==> src/rtl/hilo_mul_unit.sv <==
// Iterative unsigned MULTU/MADDU unit with architectural HI/LO pair.
// Optional HILO_EARLY_TERM_EN: finish once the shifted multiplier is zero.
module hilo_mul_unit #(
  parameter int WIDTH = 32
) (
  input  logic             clk,
  input  logic             rst,
  input  logic             start,
  input  logic             op_maddu,
  input  logic [WIDTH-1:0] src_a,
  input  logic [WIDTH-1:0] src_b,
  input  logic             flush,
  input  logic             hilo_rd,
  output logic [WIDTH-1:0] hi,
  output logic [WIDTH-1:0] lo,
  output logic             busy,
  output logic             done,
  output logic             stall
);

  localparam int CW = (WIDTH > 1) ? $clog2(WIDTH) : 1;

  localparam logic [0:0] S_IDLE = 1'b0;
  localparam logic [0:0] S_RUN  = 1'b1;

  logic [0:0]         r_state;
  logic [WIDTH-1:0]   r_hi;
  logic [WIDTH-1:0]   r_lo;
  logic [2*WIDTH-1:0] r_mcand;
  logic [WIDTH-1:0]   r_b;
  logic [2*WIDTH-1:0] r_prod;
  logic [CW-1:0]      r_cnt;
  logic               r_maddu;
  logic               r_done;

  logic [2*WIDTH-1:0] w_add;
  logic [2*WIDTH-1:0] w_prod;
  logic [2*WIDTH-1:0] w_acc;
  logic [2*WIDTH-1:0] w_res;
  logic               w_last;

  // Multiplicand is kept pre-shifted so each step is a plain add.
  assign w_add  = r_b[0] ? r_mcand : '0;
  assign w_prod = r_prod + w_add;
  assign w_acc  = r_maddu ? {r_hi, r_lo} : '0;
  assign w_res  = w_acc + w_prod;

`ifdef HILO_EARLY_TERM_EN
  assign w_last = (r_cnt == CW'(WIDTH - 1)) ||
                  (r_b[WIDTH-1:1] == '0);
`else
  assign w_last = (r_cnt == CW'(WIDTH - 1));
`endif

  always_ff @(posedge clk or posedge rst) begin
    if (rst) begin
      r_state <= S_IDLE;
      r_hi    <= '0;
      r_lo    <= '0;
      r_mcand <= '0;
      r_b     <= '0;
      r_prod  <= '0;
      r_cnt   <= '0;
      r_maddu <= 1'b0;
      r_done  <= 1'b0;
    end else begin
      r_done <= 1'b0;
      case (r_state)
        S_IDLE: begin
          if (start && !flush) begin
            r_mcand <= {{WIDTH{1'b0}}, src_a};
            r_b     <= src_b;
            r_maddu <= op_maddu;
            r_prod  <= '0;
            r_cnt   <= '0;
            r_state <= S_RUN;
          end
        end
        S_RUN: begin
          if (flush) begin
            r_state <= S_IDLE;
          end else if (w_last) begin
            {r_hi, r_lo} <= w_res;
            r_done       <= 1'b1;
            r_state      <= S_IDLE;
          end else begin
            r_prod  <= w_prod;
            r_mcand <= r_mcand << 1;
            r_b     <= r_b >> 1;
            r_cnt   <= r_cnt + CW'(1);
          end
        end
        default: r_state <= S_IDLE;
      endcase
    end
  end

  assign hi    = r_hi;
  assign lo    = r_lo;
  assign busy  = (r_state == S_RUN);
  assign done  = r_done;
  assign stall = busy & (hilo_rd | start);

endmodule
==> config.mk <==
export PLATFORM = sky130hd
export DESIGN_NAME = hilo_mul_unit
export DESIGN_NICKNAME = d
export VERILOG_FILES = /design/src/rtl/hilo_mul_unit.sv
export SDC_FILE = /design/constraint.sdc
export NUM_CORES = 1
export LEC_CHECK = 0
export ABC_AREA = 1
export BUFFER_PORTS_ARGS = -buffer_cell sky130_fd_sc_hd__buf_2
export CORE_MARGIN = 2
export CORE_UTILIZATION = 25
export CTS_CLUSTER_DIAMETER = 80
export CTS_CLUSTER_SIZE = 40
export DETAILED_ROUTE_END_ITERATION = 8
export PLACE_DENSITY_LB_ADDON = 0.15
export SLEW_MARGIN = 10
export SYNTH_ARGS = -nofsm -noshare
export SYNTH_HDL_FRONTEND = slang
export SYNTH_SLANG_ARGS = --single-unit
export TNS_END_PERCENT = 100
==> constraint.sdc <==
create_clock -name clk -period 8.3 [get_ports clk]
set_input_delay 1.66 -clock clk [delete_from_list [all_inputs] [get_ports clk]]
set_output_delay 1.66 -clock clk [all_outputs]
set_load 0.05 [all_outputs]
==> reports/metrics.yaml <==
drt:
  viasPerCell: 4.53
  drt-initial-drc-count: 1240
  vias: 19500
  wl_per_cell_um: 17.7
  drc_errors: 0
  first_pass_iters: 6
  wl_um: 76100
  detail-route-antenna-nets: 0
yosys:
  synth_area_leaders: "dfrtp_1 29%, nand2_1 19%, inv_1 10%"
  synth_cell_types: 51
  syn_area_per_cell_um2: 6.42
  yosys_register_bits: 232
  yosysSeqAreaShare: 0.290
  synth_fp_nets: 3321
  synth.top_cell.area_share: 0.290
  synth_cells: 3121
  yosysWarnings: 0
  synth_area_leader_cell: "dfrtp_1"
  syn_area_mm2: 0.0200
clocking:
  cts_buffer_depth: 3
  htree_num_levels: 1
  numClockSinks: 232
  clkLatencyLatePin_ns: 0.60
  cts_resized: 0
  ctsRootBufferMaster: "clkbuf_16"
  post-cts-setup-buffers: 0
  cts_buffers: 27
  clk_pin_slew_ns: 0.08
  cts_hold_buf: 0
  cts_tree: "built"
pwr:
  clkPwrFrac: 0.246
  p_leak_nw: 13.0
  power_frac_seq: 0.262
  ir_drop_uv: 131
  p_per_area_mw_per_mm2: 240
  internal_power_mw: 2.82
  p_comb_frac: 0.492
  sw_frac_of_total: 0.487
  power_switching_mw: 2.67
run:
  max_cap_violations: 0
floorplan:
  pin_count: 137
  initial_core_util: 0.253
  die_w_um: 287
  die_area_mm2: 0.0824
  num_rows: 103
  die_y_um: 287
  core-area_mm2: 0.0791
place:
  dp_hpwl_um: 61500
  placed_area_mm2: 0.0219
  placement.io_buffers: 136
  gp_congestion: 0.911
timing:
  min_period_ns: 5.51
  slew_violations: 0
  slew_headroom: 0.327
  worst_pin_slew_ns: 1.00
  final_hold_viol_count: 0
  max_freq_mhz: 181
  setup_violations: 0
  rsz0062_at_grt: "no"
  fin_skew_ns: 0.0326
  fin_hold_ws_ns: 0.468
  finalSetupTns_ns: 0
  post-route-period-util: 0.664
global_route:
  grtUsageTotal: 0.185
  grt_max_degree: 131
  grtUsageMet2: 0.297
  grt.overflow.total: 0
  antenna_found_initial: 0
  grt_pass1_vias: 19400
  busiest_layer: "met2"
  grt_pass1_wl_um: 118000
  met3_usage: 0.0266
  met1_usage: 0.262
setup_path:
  cp_slowest_cell: "dfrtp_2"
  start_kind: "flip-flop"
  required_ns: 8.77
  max_stage_delay_ns: 0.74
  path_common_cell: "nand2_1"
  critPathBufInv: 6
  worstPathMaxFanout: 32
  path_delay_family: "simple AND/OR/NAND/NOR gates"
  end_kind: "flip-flop"
  cp.arrival_ns: 5.98
  r2r_cells: 34
  worst-setup-path-type: "reg2reg"
  cp_num_cells: 34
finish:
  final_nets: 3423
  n_antenna_cell: 0
  syn_to_final_growth_pct: 14.0
  finish.instance_area_mm2: 0.0228
  fillers: 9079
  drive_above_1_share: 0.115
outcome:
  outcome: "finished, final reports clean"
min_path:
  hold_depth: 1
  hold_class: "reg2reg"
==> cell usage after synthesis (all sizes together) <==
master / number
nand2: 1114
inv: 562
nor2: 244
dfrtp: 232
nand3: 150
a21oi: 143
ha: 128
o21ai: 124
a31oi: 72
clkbuf: 70
xnor2: 54
nand4: 35
xor2: 35
o22ai: 32
a22o: 26
nor3: 23
nand3b: 13
o21bai: 10
o21a: 6
a21boi: 5
buf: 5
clkinv: 5
o221ai: 4
a211oi: 3
a21o: 3
and2: 3
o211ai: 3
a31o: 2
and3: 2
fa: 2
nor4: 2
o31ai: 2
or2: 2
a2111oi: 1
a221oi: 1
mux2: 1
o2111ai: 1
o311ai: 1
==> flip-flops by register name (all words and copies together), names as in the netlist <==
name	cells
busy	1
r_mcand	64
r_maddu	1
hi	32
r_b	32
r_prod	64
r_cnt	5
lo	32
done	1
==> power by group through the flow <==
stage	sequential [mW]	clock, mW	combinational (mW)
2_1_floorplan	1.40	0	1.91
3_3_place_gp	1.46	0	2.73
3_5_place_dp	1.46	0	2.71
4_1_cts	1.44	1.39	2.72
5_1_grt	1.46	1.44	3.03
6_report	1.44	1.35	2.70
==> per-stage QoR <==
step / cells / setup slack, ns / total power [mW] / utilization
finish: 4293 / 2.79 / 5.49 / 0.289
global route: 4293 / 2.11 / 5.93 / 0.289
CTS: 4293 / 2.73 / 5.55 / 0.289
detailed placement: 4244 / 2.80 / 4.16 / 0.277
global placement: 4244 / 2.79 / 4.19 / 0.277
floorplan: 3121 / 0.279 / 3.31 / -
==> final cells by class <==
cell class	instances	area, um2	share of cell area
clock buffer	27	676	0.0296
clock inverter	22	283	0.0124
inverter	567	2140	0.0936
multi-input combinational	2247	11800	0.518
sequential	232	5810	0.254
tap	1050	1310	0.0575
timing repair buffer	148	783	0.0343
==> final timing paths <==
path / start / slack (ns) / endpoint
worst min-delay path: r_cnt[3] / 0.47 / r_cnt[3]
worst min register to register: r_cnt[3] / 0.47 / r_cnt[3]
worst max register to register: r_b[0] / 2.79 / hi[24]
worst max-delay path: r_b[0] / 2.79 / hi[24]
min in group asynchronous: rst / 1.13 / r_b[1]
max in group asynchronous: rst / 5.81 / hi[1]
==> logic make-up (layout without fill, tap and decap cells) <==
group | count (synthesis) | in the layout | share of synthesized area
compound gates | 439 | 439 | 0.127
xor+xnor | 89 | 89 | 0.0389
fa+ha+maj | 130 | 130 | 0.0819
buf+inv | 642 | 764 | 0.120
flops | 232 | 232 | 0.290
mux | 1 | 1 | 0.000562
simple gates | 1588 | 1588 | 0.341
==> layout by cell type, fill, tap and decap left out, types with 7 or more instances in the layout <==
cell	instances
a21oi_1	142
o21ai_0	117
nor2_2	34
nand2_2	72
nand3_2	17
inv_2	16
buf_4	11
o22ai_1	32
clkbuf_16	27
nand3_1	132
nor2_1	199
nor3_1	15
dfrtp_1	229
nand3b_1	13
inv_1	545
o21ai_1	7
nor3_2	8
a22o_1	26
o21bai_1	10
ha_1	128
nand4_1	35
xor2_1	35
xnor2_1	54
buf_2	136
a31oi_1	72
nand2_1	1038
nor2_4	10
==> routing by layer <==
| layer | share of wire | vias up | wire length [um] |
|---|---|---|---|
| li1 | - | 10100 | - |
| met1 | 0.49 | 8973 | 37500 |
| met2 | 0.44 | 357 | 33400 |
| met3 | 0.047 | 69 | 3600 |
| met4 | 0.021 | 0 | 1580 |
| met5 | 0 | - | 0 |
No activity file was read; power rests on OpenSTA's default activity.
